`config.mk`:
```
export PLATFORM = sky130hd
export DESIGN_NAME = led_pattern_engine
export DESIGN_NICKNAME = d
export VERILOG_FILES = /design/src/rtl/led_effect_pkg.sv /design/src/rtl/led_tick_gen.sv /design/src/rtl/led_pattern_engine.sv
export SDC_FILE = /design/constraint.sdc
export NUM_CORES = 1
export LEC_CHECK = 0
export ABC_AREA = 1
export CELL_PAD_IN_SITES_DETAIL_PLACEMENT = 2
export CELL_PAD_IN_SITES_GLOBAL_PLACEMENT = 2
export CORE_MARGIN = 2
export CORE_UTILIZATION = 34
export CTS_BUF_LIST = sky130_fd_sc_hd__clkbuf_4
export CTS_CLUSTER_SIZE = 40
export DETAILED_ROUTE_END_ITERATION = 10
export PLACE_DENSITY_LB_ADDON = 0.05
export SYNTH_ARGS = -nofsm -noshare
export SYNTH_HDL_FRONTEND = slang
export SYNTH_SLANG_ARGS = --single-unit
```
`constraint.sdc`:
```
create_clock -name clk_50M -period 3.35 [get_ports clk_50M]
set_clock_uncertainty 0.2 [all_clocks]
set_input_delay 0.67 -clock clk_50M [delete_from_list [all_inputs] [get_ports clk_50M]]
set_output_delay 0.67 -clock clk_50M [all_outputs]
set_load 0.05 [all_outputs]
```
`src/rtl/led_effect_pkg.sv`:
```
// led_effect_pkg
//   Shared definitions for the LED pattern engine: the mode select width,
//   the four pattern mode codes and the bounce direction type.
package led_effect_pkg;

  localparam int MODE_W = 2;

  typedef logic [MODE_W-1:0] mode_t;

  localparam mode_t MODE_BOUNCE = 2'd0;
  localparam mode_t MODE_CHASE  = 2'd1;
  localparam mode_t MODE_FILL   = 2'd2;
  localparam mode_t MODE_BLINK  = 2'd3;

  typedef enum logic {
    DIR_UP   = 1'b0,
    DIR_DOWN = 1'b1
  } dir_e;

endpackage

```
`src/rtl/led_tick_gen.sv`:
```
// led_tick_gen
//   Step prescaler. Counts 0..DIV-1 and raises tick while the count sits at
//   DIV-1, so one tick is produced every DIV clocks. clr forces the count back
//   to 0 and takes priority over wrapping.
// Ports:
//   clk_50M  in   system clock
//   rst      in   asynchronous active-high reset
//   clr      in   synchronous clear of the count
//   tick     out  step enable (combinational from the count register)
module led_tick_gen #(
  parameter int DIV = 1
) (
  input  logic clk_50M,
  input  logic rst,
  input  logic clr,
  output logic tick
);

  localparam int CNT_W = (DIV > 1) ? $clog2(DIV) : 1;
  localparam logic [CNT_W-1:0] CNT_LAST = CNT_W'(DIV - 1);

  logic [CNT_W-1:0] cnt_q;
  logic [CNT_W-1:0] cnt_d;

  // With DIV=1 CNT_LAST is 0 and the count never leaves 0, so tick is constant 1.
  assign tick = (cnt_q == CNT_LAST);

  always_comb begin
    cnt_d = cnt_q;
    if (clr || tick) begin
      cnt_d = '0;
    end else begin
      cnt_d = cnt_q + 1'b1;
    end
  end

  always_ff @(posedge clk_50M or posedge rst) begin
    if (rst) begin
      cnt_q <= '0;
    end else begin
      cnt_q <= cnt_d;
    end
  end

endmodule

```
`src/rtl/led_pattern_engine.sv`:
```
// led_pattern_engine
//   Multi-mode LED pattern generator (bounce, chase, fill bar, blink). Each
//   pattern step is paced by led_tick_gen; a registered strobe marks the start
//   of every pattern period after the first.
// Ports:
//   clk_50M     in   system clock
//   rst         in   asynchronous active-high reset
//   en          in   enable; low blanks the LEDs and clears pattern state
//   mode        in   0 bounce, 1 chase, 2 fill, 3 blink
//   leds        out  registered LED drive, bit 0 = first LED
//   cycle_done  out  one-cycle strobe on the first step of a repeated period
module led_pattern_engine
  import led_effect_pkg::*;
#(
  parameter int N_LEDS = 7,
  parameter int DIV    = 1
) (
  input  logic              clk_50M,
  input  logic              rst,
  input  logic              en,
  input  logic [MODE_W-1:0] mode,
  output logic [N_LEDS-1:0] leds,
  output logic              cycle_done
);

  localparam int POS_W = $clog2(N_LEDS + 1);
  localparam logic [POS_W-1:0] POS_LAST = POS_W'(N_LEDS - 1);
  localparam logic [POS_W-1:0] POS_FULL = POS_W'(N_LEDS);

  mode_t             mode_q, mode_d;
  logic [POS_W-1:0]  pos_q, pos_d;
  dir_e              dir_q, dir_d;
  logic [N_LEDS-1:0] leds_q, leds_d;
  logic              cycle_done_q, cycle_done_d;
  // Set once the first step of the current run has been shown; a later step
  // back at pos 0 therefore closes a full period.
  logic              started_q, started_d;

  logic tick;
  logic mode_change;
  logic tick_clr;

  assign mode_change = (mode != mode_q);
  assign tick_clr    = !en || mode_change;

  led_tick_gen #(
    .DIV (DIV)
  ) u_tick_gen (
    .clk_50M (clk_50M),
    .rst     (rst),
    .clr     (tick_clr),
    .tick    (tick)
  );

  function automatic logic [N_LEDS-1:0] pattern(input mode_t m, input logic [POS_W-1:0] p);
    logic [N_LEDS-1:0] r;
    r = '0;
    for (int i = 0; i < N_LEDS; i++) begin
      case (m)
        MODE_BOUNCE, MODE_CHASE: r[i] = (p == POS_W'(i));
        MODE_FILL:               r[i] = (POS_W'(i) < p);
        default:                 r[i] = (p == '0);
      endcase
    end
    return r;
  endfunction

  always_comb begin
    mode_d       = mode_q;
    pos_d        = pos_q;
    dir_d        = dir_q;
    leds_d       = leds_q;
    started_d    = started_q;
    cycle_done_d = 1'b0;

    if (!en) begin
      mode_d    = mode;
      pos_d     = '0;
      dir_d     = DIR_UP;
      leds_d    = '0;
      started_d = 1'b0;
    end else if (mode_change) begin
      // Mode change wins over a coincident tick; leds keep their value.
      mode_d    = mode;
      pos_d     = '0;
      dir_d     = DIR_UP;
      started_d = 1'b0;
    end else if (tick) begin
      leds_d       = pattern(mode_q, pos_q);
      cycle_done_d = started_q && (pos_q == '0);
      started_d    = 1'b1;
      case (mode_q)
        MODE_BOUNCE: begin
          // Turn around at both ends without repeating the end position.
          if (dir_q == DIR_UP) begin
            if (pos_q == POS_LAST) begin
              pos_d = POS_LAST - 1'b1;
              dir_d = DIR_DOWN;
            end else begin
              pos_d = pos_q + 1'b1;
            end
          end else begin
            if (pos_q == '0) begin
              pos_d = POS_W'(1);
              dir_d = DIR_UP;
            end else begin
              pos_d = pos_q - 1'b1;
            end
          end
        end
        MODE_CHASE: pos_d = (pos_q == POS_LAST) ? '0 : pos_q + 1'b1;
        MODE_FILL:  pos_d = (pos_q == POS_FULL) ? '0 : pos_q + 1'b1;
        default:    pos_d = (pos_q == '0) ? POS_W'(1) : '0;
      endcase
    end
  end

  always_ff @(posedge clk_50M or posedge rst) begin
    if (rst) begin
      mode_q       <= MODE_BOUNCE;
      pos_q        <= '0;
      dir_q        <= DIR_UP;
      leds_q       <= '0;
      cycle_done_q <= 1'b0;
      started_q    <= 1'b0;
    end else begin
      mode_q       <= mode_d;
      pos_q        <= pos_d;
      dir_q        <= dir_d;
      leds_q       <= leds_d;
      cycle_done_q <= cycle_done_d;
      started_q    <= started_d;
    end
  end

  assign leds       = leds_q;
  assign cycle_done = cycle_done_q;

endmodule

```
=== Yosys cells after proc, flatten, opt, wreduce, memory -nomap -nowiden ===
Cells that the tools add are included.

* Reductions and logical operators: 9
* Add/sub/neg operators: 3
* Order comparisons: 7
* Equal/unequal tests: 15
* Mux-type cells: 36
* Bitwise logic cells: 1

{| class="wikitable"
|+ Operators with widths
! kind !! count
|-
| $mux 3 || 8
|-
| $mux 7 || 3
|-
| $mux 1 || 16
|-
| $eq 3x3->1 const B || 4
|-
| $pmux 1 s2 || 6
|-
| $lt 3x3->1 const A || 3
|-
| $pmux 3 s3 || 1
|-
| $eq 3x2->1 const B || 2
|-
| $lt 1x3->1 const A || 2
|-
| $lt 2x3->1 const A || 2
|-
| $mux 2 || 2
|-
| $ne 2x2->1 const B || 2
|-
| $reduce_and 2->1 || 2
|-
| $add 3x1->3 const B || 1
|-
| $eq 3x1->1 const B || 1
|-
| $logic_not 3->1 || 1
|-
| $ne 3x1->1 const B || 1
|-
| $ne 3x3->1 const B || 1
|-
| $sub 3x1->3 const B || 1
|-
| $eq 2x1->1 const B || 1
|-
| $eq 2x2->1 const B || 1
|-
| $logic_not 2->1 || 1
|-
| $logic_or 1x1->1 || 2
|-
| $ne 2x1->1 const B || 1
|-
| 6 further kinds || 6
|}

* Word-level logic and storage cells: 78
* Bits in registers: 16
* Output and inout port bits: 8

=== Longest topological paths before layout ===
Gate-level depths: netlist (run 1).

* Word-level depth: 7
* Gate-level depth with buffers: 10
* Depth with buffers taken out: 10

=== By module ===
From an unflattened synthesis (run 1), not the netlist that was laid out.

* Cell total of the unflattened synthesis: 155
* Area total of the unflattened synthesis: 1,122.3 um^2

{| class="wikitable"
|+ Modules (own cells, without submodules)
! module !! area an instance (um^2) !! times used !! cells an instance
|-
| led_pattern_engine || 1,086.0 || 1 || 151
|-
| led_tick_gen || 36.3 || 1 || 4
|}

=== Worst setup path after synthesis (run 1) ===
Ideal clock, no wire load.

* Kind: reg-to-reg
* Start point: register pos_q[0]
* End point: register pos_q[1]
* Cell stages (with the launch flop): 10
* Path buffers: 0
* Setup time: 0.117 ns
* Slack: 1.715 ns
* Arrival: 1.319 ns
* Period minus slack after synthesis: 1.635 ns
* Cell sequence: dfrtp_1 -> inv_1 -> ha_1 -> nand2_1 -> o21ai_0 -> nand2_1 -> nand3_1 -> nand2_1 -> nand2_1 -> nand2_1

* Longest elaborated chain between the ends: 7
* Elaborated cells on any way between the ends: 14

{| class="wikitable"
|+ Ends and longest elaborated chain
! what !! RTL line !! source
|-
| start, declared || led_pattern_engine.sv:31 || <nowiki>logic [POS_W-1:0] pos_q, pos_d;</nowiki>
|-
| start signal, assigned || led_pattern_engine.sv:128 || <nowiki>pos_q <= pos_d;</nowiki>
|-
| $add 3x1->3, or another cell as far along || led_pattern_engine.sv:100, led_pattern_engine.sv:111, led_pattern_engine.sv:112 ||
|-
| $mux 3 (on tied branches) || led_pattern_engine.sv:96, led_pattern_engine.sv:103 ||
|-
| $mux 3 || led_pattern_engine.sv:95 || <nowiki>if (dir_q == DIR_UP) begin</nowiki>
|-
| $pmux 3 s3 (*) || led_pattern_engine.sv:92 || <nowiki>case (mode_q)</nowiki>
|-
| $mux 3 (*) || led_pattern_engine.sv:88 || <nowiki>end else if (tick) begin</nowiki>
|-
| $mux 3 (*) || led_pattern_engine.sv:82 || <nowiki>end else if (mode_change) begin</nowiki>
|-
| $mux 3 (*) || led_pattern_engine.sv:76 || <nowiki>if (!en) begin</nowiki>
|}

Mark *: on every way between the ends. The rest lies on a longest branch, timed or not. The select of a mux whose other input is x is not followed.
A chain may end at the register's enable or synchronous reset.

=== Worst setup path after layout (run 1) ===
* Start point: register leds_q[2], in the netlist leds[2]
* End point: output leds[2]

{| class="wikitable"
|+ RTL lines
! what !! RTL line !! source
|-
| start, declared || led_pattern_engine.sv:33 || <nowiki>logic [N_LEDS-1:0] leds_q, leds_d;</nowiki>
|-
| start signal, assigned || led_pattern_engine.sv:130 || <nowiki>leds_q <= leds_d;</nowiki>
|-
| end, declared || led_pattern_engine.sv:22 || <nowiki>output logic [N_LEDS-1:0] leds,</nowiki>
|}

No word-level cell between the ends.

==> impl_metrics.env, run 1 <==
export IMPL_worstPathCellList="clkdlybuf4s50_1"
export IMPL_arrival_ns=1.49
export IMPL_syn_nets=164
export IMPL_finalSetupTns_ns=0
export IMPL_nets=177
export IMPL_synth_area_per_cell_um2=6.97
export IMPL_grt_max_degree=17
export IMPL_drv_cap=0
export IMPL_portBuffers=12
export IMPL_post_route_period_util=0.703
export IMPL_cts_resized=0
export IMPL_max_slew_margin=0.590
export IMPL_cts_sinks=16
export IMPL_clk_pin_slew_worst_paths_ns=0.10
export IMPL_tightest_slew_ns=0.614
export IMPL_p_sw_frac=0.345
export IMPL_path_class="reg -> out"
export IMPL_layout_commonest_cell="nand2_1"
export IMPL_routed_via_density=4.75
export IMPL_core_um2=3030
export IMPL_crit_buf_inv=1
export IMPL_cts_root_buf="clkbuf_4"
export IMPL_leakagePower_nw=0.669
export IMPL_gp_congestion=0.759
export IMPL_drc=0
export IMPL_pwr_share_seq=0.496
export IMPL_vias=992
export IMPL_layout_common_cells="nand2_1, nand3_1, inv_1"
export IMPL_syn2layout_area_growth_pct=16.7
export IMPL_cts_tree="built"
export IMPL_ir_drop_uv=266
export IMPL_placed_cell_area_um2=1220
export IMPL_p_per_area_nw_per_um2=345
export IMPL_p_sw_w=0.000148
export IMPL_yosysUniqueCellTypes=21
export IMPL_drt_initial_drc_count=33
export IMPL_layout_drive_gt1_share=0.0545
export IMPL_grt_pass1_vias=1037
export IMPL_fp_dieArea_um2=3600
export IMPL_setup_viol_count_final=0
export IMPL_hold_buffers=0
export IMPL_io_pin_count=13
export IMPL_clockBufferDepth=2
export IMPL_postRouteAntennaNets=0
export IMPL_syn_cell_area_um2=1070
export IMPL_cp_max_fo=2
export IMPL_finalCriticalPeriod_ns=2.36
export IMPL_intPower_w=0.000281
export IMPL_num_rows=20
export IMPL_cts_buffers=3
export IMPL_grt_pass1_wl_mm=5.11
export IMPL_end_kind="primary output"
export IMPL_antenna_found_initial=0
export IMPL_holdCritStartpoint="leds[4]"
export IMPL_synth_top_area_share=0.376
export IMPL_grt_remaining_overflow=0
export IMPL_max_clock_freq_mhz=424
export IMPL_outcome="completed"
export IMPL_drv_slew=0
export IMPL_required_ns=2.48
export IMPL_power_frac_comb=0.254
export IMPL_yosys_top_cells_area="dfrtp_1, nand2_1, nand3_1"
export IMPL_die_w_um=60.0
export IMPL_design_area_um2=1240
export IMPL_dr_pass1_iters=4
export IMPL_cts_setup_buffers=0
export IMPL_diodes=0
export IMPL_grt_total_usage=0.198
export IMPL_hold_path_class="reg -> reg"
export IMPL_htreeDepth=1
export IMPL_r2r_start="pos_q[0]"
export IMPL_wl_per_cell_um=14.8
export IMPL_initial_core_util=0.352
export IMPL_synthCells=153
export IMPL_dp_hpwl_mm=2.41
export IMPL_yosysWarnings=0
export IMPL_start_kind="register"
export IMPL_cpPeakStageDelay_ns=0.82
export IMPL_yosys_area_top_type="dfrtp_1"
export IMPL_wl_mm=3.09
export IMPL_crit_start="leds[2]"
export IMPL_fp_dieH_um=60.0
export IMPL_cp_slowest_cell="clkdlybuf4s50_1"
export IMPL_synth_seq_cells=16
export IMPL_hold_viol=0
export IMPL_p_clk_frac=0.250
export IMPL_critPathTopFamily="buffers and inverters"
export IMPL_rsz0062_at_grt="false"
export IMPL_clk_latency_ns=0.29
export IMPL_ys_seq_area_frac=0.376
[cell families after synthesis]
family | share of synthesized area
AO/OA/AOI/OAI | 0.0516
other | 0.00352
AND/OR/NAND/NOR | 0.393
XOR/XNOR | 0.0164
adder cells (fa/ha/maj) | 0.0704
flip-flops | 0.376
buffers and inverters | 0.0892
[cells in the mapped netlist]
library cell / n
a21oi_1: 4
buf_2: 1
buf_6: 1
clkbuf_1: 2
conb_1: 1
dfrtp_1: 16
ha_1: 6
inv_1: 17
inv_2: 2
nand2_1: 47
nand2_2: 1
nand2_4: 1
nand3_1: 27
nand3_2: 1
nand3b_1: 1
nor2_1: 13
nor2_4: 1
nor3_1: 1
nor3b_1: 1
o21ai_0: 7
xnor2_1: 2
[path summary, 6_finish.rpt]
path | end | slack, ns | depth (start not counted)
worst max-delay path | leds[2] | 0.99 | 1
worst min-delay path | leds[4] | 0.33 | 2
worst max register to register | pos_q[1] | 1.19 | 9
worst min register to register | leds[4] | 0.33 | 2
max in group asynchronous | cycle_done | 2.01 | 2
min in group asynchronous | leds[0] | 0.54 | 2
[flip-flops by register name, summed over array words and instances (netlist names)]
| signal | cells |
|---|---|
| u_tick_gen.cnt_q | 1 |
| started_q | 1 |
| mode_q | 2 |
| leds | 7 |
| dir_q | 1 |
| pos_q | 3 |
| cycle_done | 1 |
[layout make-up]
class	count	area [um2]
fill	392	1780
tap	44	55.1
timing repair buffer	12	120
multi-input combinational	114	571
inverter	19	71.3
sequential	16	400
clock buffer	3	22.5
clock inverter	1	3.75
[per-stage QoR]
stage | instances | worst slack (ns) | utilization | power, W | hold slack (ns)
finish | 209 | 0.993 | 0.411 | 0.000429 | 0.331
global route | 209 | 0.949 | 0.411 | 0.000453 | 0.365
CTS | 209 | 0.987 | 0.411 | 0.000436 | 0.332
detailed placement | 205 | 0.889 | 0.402 | 0.000327 | 0.310
global placement | 205 | 0.920 | 0.402 | 0.000324 | 0.295
floorplan | 153 | 1.71 | - | 0.000291 | 0.283
[per-layer routing]
layer | vias up | routed length [um] | GRT usage
met4 | 0 | 27 | 0.0476
met3 | 4 | 66 | 0.0455
met1 | 471 | 1530 | 0.263
met5 | - | 0 | 0
met2 | 10 | 1460 | 0.323
li1 | 507 | - | -
[power by group through the flow]
| stage | registers, W | clock network (W) | logic (W) |
|---|---|---|---|
| final | 0.000213 | 0.000107 | 0.000109 |
| after global routing | 0.000214 | 0.000118 | 0.000121 |
| after CTS | 0.000213 | 0.000112 | 0.000111 |
| after detailed placement | 0.000217 | 0 | 0.000110 |
| after global placement | 0.000216 | 0 | 0.000107 |
| after floorplan | 0.000241 | 0 | 0.0000499 |
Note: power is estimated with default switching activity, not from simulation.
==> run 2: changes to the inputs <==
CORE_UTILIZATION = 32   (was 34)
clock period = 2.17 ns   (was 3.35 ns; I/O delays follow)
==> impl_metrics.env, run 2 (same netlist as run 1, synthesis figures left out) <==
export IMPL_clk_latency_ns=0.30
export IMPL_drv_slew=0
export IMPL_drc=0
export IMPL_largest_reg_flops=7
export IMPL_end_kind="primary output"
export IMPL_max_slew_margin=0.592
export IMPL_hold_viol=0
export IMPL_fill_cells=387
export IMPL_grt_remaining_overflow=0
export IMPL_hold_buffers=0
export IMPL_clockBufferDepth=2
export IMPL_io_pin_count=13
export IMPL_dr_pass1_iters=4
export IMPL_cts_root_buf="clkbuf_4"
export IMPL_core_um2=3100
export IMPL_wl_per_cell_um=15.0
export IMPL_layout_common_cells="nand2_1, nand3_1, inv_1"
export IMPL_gp_congestion=0.780
export IMPL_finalSetupTns_ns=0
export IMPL_cpPeakStageDelay_ns=0.81
export IMPL_grt_max_degree=17
export IMPL_p_per_area_nw_per_um2=523
export IMPL_max_clock_freq_mhz=475
export IMPL_cts_resized=0
export IMPL_num_rows=20
export IMPL_finalCriticalPeriod_ns=2.11
export IMPL_cts_setup_buffers=0
export IMPL_cts_buffers=3
export IMPL_die_w_um=61.7
export IMPL_layout_commonest_cell="nand2_1"
export IMPL_multi_input_area_um2=571
export IMPL_cp_slowest_cell="clkdlybuf4s50_1"
export IMPL_use_met1=0.261
export IMPL_critPathTopFamily="buffers and inverters"
export IMPL_layout_drive_gt1_share=0.0769
export IMPL_outcome="completed"
export IMPL_placed_cell_area_um2=1250
export IMPL_crit_buf_inv=1
export IMPL_grt_pass1_wl_mm=5.40
export IMPL_portBuffers=12
export IMPL_setup_viol_count_final=0
export IMPL_cts_tree="built"
export IMPL_top_usage_layer="met2"
export IMPL_htreeDepth=1
export IMPL_antenna_found_initial=0
export IMPL_grt_pass1_vias=1080
export IMPL_cp_max_fo=2
export IMPL_diodes=0
export IMPL_leakagePower_nw=0.689
export IMPL_rsz0062_at_grt="false"
export IMPL_worstPathCellList="clkdlybuf4s50_1"
export IMPL_clk_pin_slew_worst_paths_ns=0.09
export IMPL_dp_hpwl_mm=2.73
export IMPL_grt_use_met2=0.341
export IMPL_vias=1038
export IMPL_wl_mm=3.20
export IMPL_design_area_um2=1270
export IMPL_start_kind="register"
export IMPL_arrival_ns=1.47
export IMPL_fp_dieArea_um2=3810
export IMPL_path_class="reg -> out"
export IMPL_tightest_slew_ns=0.611
export IMPL_met3_usage=0.0497
export IMPL_seq_area_um2=400
export IMPL_nets=181
export IMPL_ir_drop_uv=349
export IMPL_grt_total_usage=0.198
export IMPL_syn2layout_area_growth_pct=19.5
export IMPL_postRouteAntennaNets=0
export IMPL_routed_via_density=4.87
export IMPL_drv_cap=0
export IMPL_fp_dieH_um=61.7
export IMPL_cts_sinks=16
export IMPL_drt_initial_drc_count=26
export IMPL_hold_path_class="in -> async"
export IMPL_post_route_period_util=0.971
export IMPL_initial_core_util=0.344
export IMPL_required_ns=1.54
run 2: area by class of cell:
class	instances	share of cell area
Timing Repair Buffer	16	0.118
Multi-Input combinational cell	114	0.448
Clock inverter	1	0.00295
Inverter	19	0.0560
Clock buffer	3	0.0177
Tap cell	44	0.0432
Sequential cell	16	0.314
run 2: worst reg2reg max path, stage by stage, from the launching register on:
cell,delay [ns]
dfrtp_1,0.48
inv_1,0.10
ha_1,0.24
nand2_1,0.21
o21ai_0,0.22
nand2_1,0.10
nand3_1,0.08
nand2_1,0.08
nand2_1,0.06
nand2_1,0.07
run 2: final timing paths:
kind | slack [ns] | endpoint | start | cells after the start
hold / removal | 0.30 | started_q | rst | 2
min in group clk_50M | 0.32 | leds[6] | leds[6] | 2
setup reg to reg | 0.27 | pos_q[1] | pos_q[0] | 9
hold reg to reg | 0.32 | leds[6] | leds[6] | 2
setup / recovery | 0.06 | leds[4] | leds[4] | 1
max in group asynchronous | 1.07 | leds[3] | rst | 2
run 2: routing by layer:
layer  share of wire  vias up
li1                -      513
met1            0.45      512
met2            0.52       10
met3           0.024        3
met4          0.0034        0
met5               0        -
run 2: report_power, final:
part	switching, W	internal, W	total (W)
Sequential	0.0000138	0.000314	0.000328
Combinational	0.000117	0.0000567	0.000174
Clock	0.0000977	0.0000671	0.000165
Total	0.000229	0.000438	0.000666
run 2: stage by stage:
stage | hold slack (ns) | setup slack [ns] | utilization | power [W] | instances
after floorplan | 0.148 | 0.535 | - | 0.000449 | 153
after global placement | 0.299 | 0.167 | 0.402 | 0.000504 | 209
after detailed placement | 0.306 | 0.0224 | 0.402 | 0.000511 | 209
after CTS | 0.326 | 0.0433 | 0.410 | 0.000680 | 213
after global routing | 0.363 | 0.00309 | 0.410 | 0.000709 | 213
final | 0.299 | 0.0633 | 0.410 | 0.000666 | 213
==> run 3: changes to the inputs <==
CORE_ASPECT_RATIO = 0.5   (was unset)
PLACE_DENSITY_LB_ADDON = 0.1   (was 0.05)
==> impl_metrics.env, run 3 (same netlist as run 1, synthesis figures left out) <==
export IMPL_dp_hpwl_mm=2.60
export IMPL_grt_pass1_vias=1113
export IMPL_antenna_found_initial=0
export IMPL_wl_per_cell_um=15.9
export IMPL_hold_viol=0
export IMPL_post_route_period_util=0.967
export IMPL_finalCriticalPeriod_ns=2.10
export IMPL_rsz0062_at_grt="false"
export IMPL_setup_viol_count_final=0
export IMPL_drv_cap=0
export IMPL_vias=1022
export IMPL_met3_usage=0.0420
export IMPL_clockBufferDepth=2
export IMPL_leakagePower_nw=0.698
export IMPL_use_met1=0.287
export IMPL_grt_pass1_wl_mm=5.55
export IMPL_outcome="completed"
export IMPL_cp_max_fo=2
export IMPL_arrival_ns=1.46
export IMPL_routed_via_density=4.91
export IMPL_grt_use_met2=0.298
export IMPL_ir_drop_uv=515
export IMPL_drv_slew=0
export IMPL_tightest_slew_ns=0.625
export IMPL_fill_cells=404
export IMPL_grt_total_usage=0.193
export IMPL_crit_buf_inv=1
export IMPL_critPathTopFamily="buffers and inverters"
export IMPL_layout_drive_gt1_share=0.0714
export IMPL_clk_pin_slew_worst_paths_ns=0.11
export IMPL_cts_tree="built"
export IMPL_end_kind="primary output"
export IMPL_path_class="reg -> out"
export IMPL_layout_common_cells="nand2_1, nand3_1, inv_1"
export IMPL_cts_setup_buffers=0
export IMPL_initial_core_util=0.346
export IMPL_clk_latency_ns=0.30
export IMPL_grt_remaining_overflow=0
export IMPL_worstPathCellList="clkdlybuf4s50_1"
export IMPL_whs_ns=0.298
export IMPL_core_um2=3080
export IMPL_fp_dieH_um=44.8
export IMPL_io_pin_count=13
export IMPL_layout_commonest_cell="nand2_1"
export IMPL_nets=180
export IMPL_portBuffers=12
export IMPL_cts_sinks=16
export IMPL_gp_congestion=0.725
export IMPL_syn2layout_area_growth_pct=18.5
export IMPL_drt_initial_drc_count=22
export IMPL_p_per_area_nw_per_um2=534
export IMPL_max_clock_freq_mhz=476
export IMPL_htreeDepth=1
export IMPL_design_area_um2=1260
export IMPL_dr_pass1_iters=4
export IMPL_largest_reg_flops=7
export IMPL_drc=0
export IMPL_hold_path_class="in -> async"
export IMPL_cp_slowest_cell="clkdlybuf4s50_1"
export IMPL_required_ns=1.54
export IMPL_cts_buffers=3
export IMPL_diodes=0
export IMPL_grt_max_degree=17
export IMPL_die_w_um=85.6
export IMPL_finalSetupTns_ns=0
export IMPL_start_kind="register"
export IMPL_placed_cell_area_um2=1230
export IMPL_cpPeakStageDelay_ns=0.81
export IMPL_postRouteAntennaNets=0
export IMPL_max_slew_margin=0.583
export IMPL_top_usage_layer="met2"
export IMPL_wl_mm=3.30
export IMPL_num_rows=14
export IMPL_cts_root_buf="clkbuf_4"
export IMPL_fp_dieArea_um2=3840
export IMPL_postLayoutCoreUtil=0.410
[run 3: report_power, final]
part           internal, W  switching (W)
clock network    0.0000670       0.000104
registers         0.000314      0.0000130
logic            0.0000564       0.000121
total             0.000438       0.000238
[run 3: worst paths after layout]
check                          start    endpoint  slack (ns)  cells after the start
setup / recovery             leds[5]     leds[5]        0.07                      1
hold / removal                   rst   mode_q[0]        0.30                      2
setup reg to reg            pos_q[1]     leds[6]        0.24                      8
hold reg to reg            started_q  cycle_done        0.31                      2
max in group asynchronous        rst     leds[4]        1.06                      2
min in group clk_50M       started_q  cycle_done        0.31                      2
[run 3: timing repair]
item / in CTS / in global routing
hold buffers: 0 / 0
resized for setup: 0 / 1
setup endpoints to repair: 0 / 1
[run 3: final cells by class]
type | instances | area [um2] | area share
multi-input cells | 114 | 571 | 0.451
flip-flops and latches | 16 | 400 | 0.317
repair buffers | 15 | 145 | 0.115
inverters | 19 | 71.3 | 0.0564
well taps | 40 | 50.0 | 0.0396
clock buffers | 3 | 22.5 | 0.0178
clock inverters | 1 | 3.75 | 0.00297
[run 3: per-stage QoR]
stage | std cells | total power (W) | worst slack (ns)
floorplan | 153 | 0.000449 | 0.535
global placement | 204 | 0.000506 | 0.146
detailed placement | 204 | 0.000511 | 0.0896
CTS | 208 | 0.000683 | 0.0267
global route | 208 | 0.000716 | 0.00278
finish | 208 | 0.000675 | 0.0714
[run 3: per-layer routing]
metal / vias to the layer above / share of wire
li1: 510 / -
met1: 492 / 0.59
met2: 18 / 0.38
met3: 2 / 0.029
met4: 0 / 0.0027
met5: - / 0
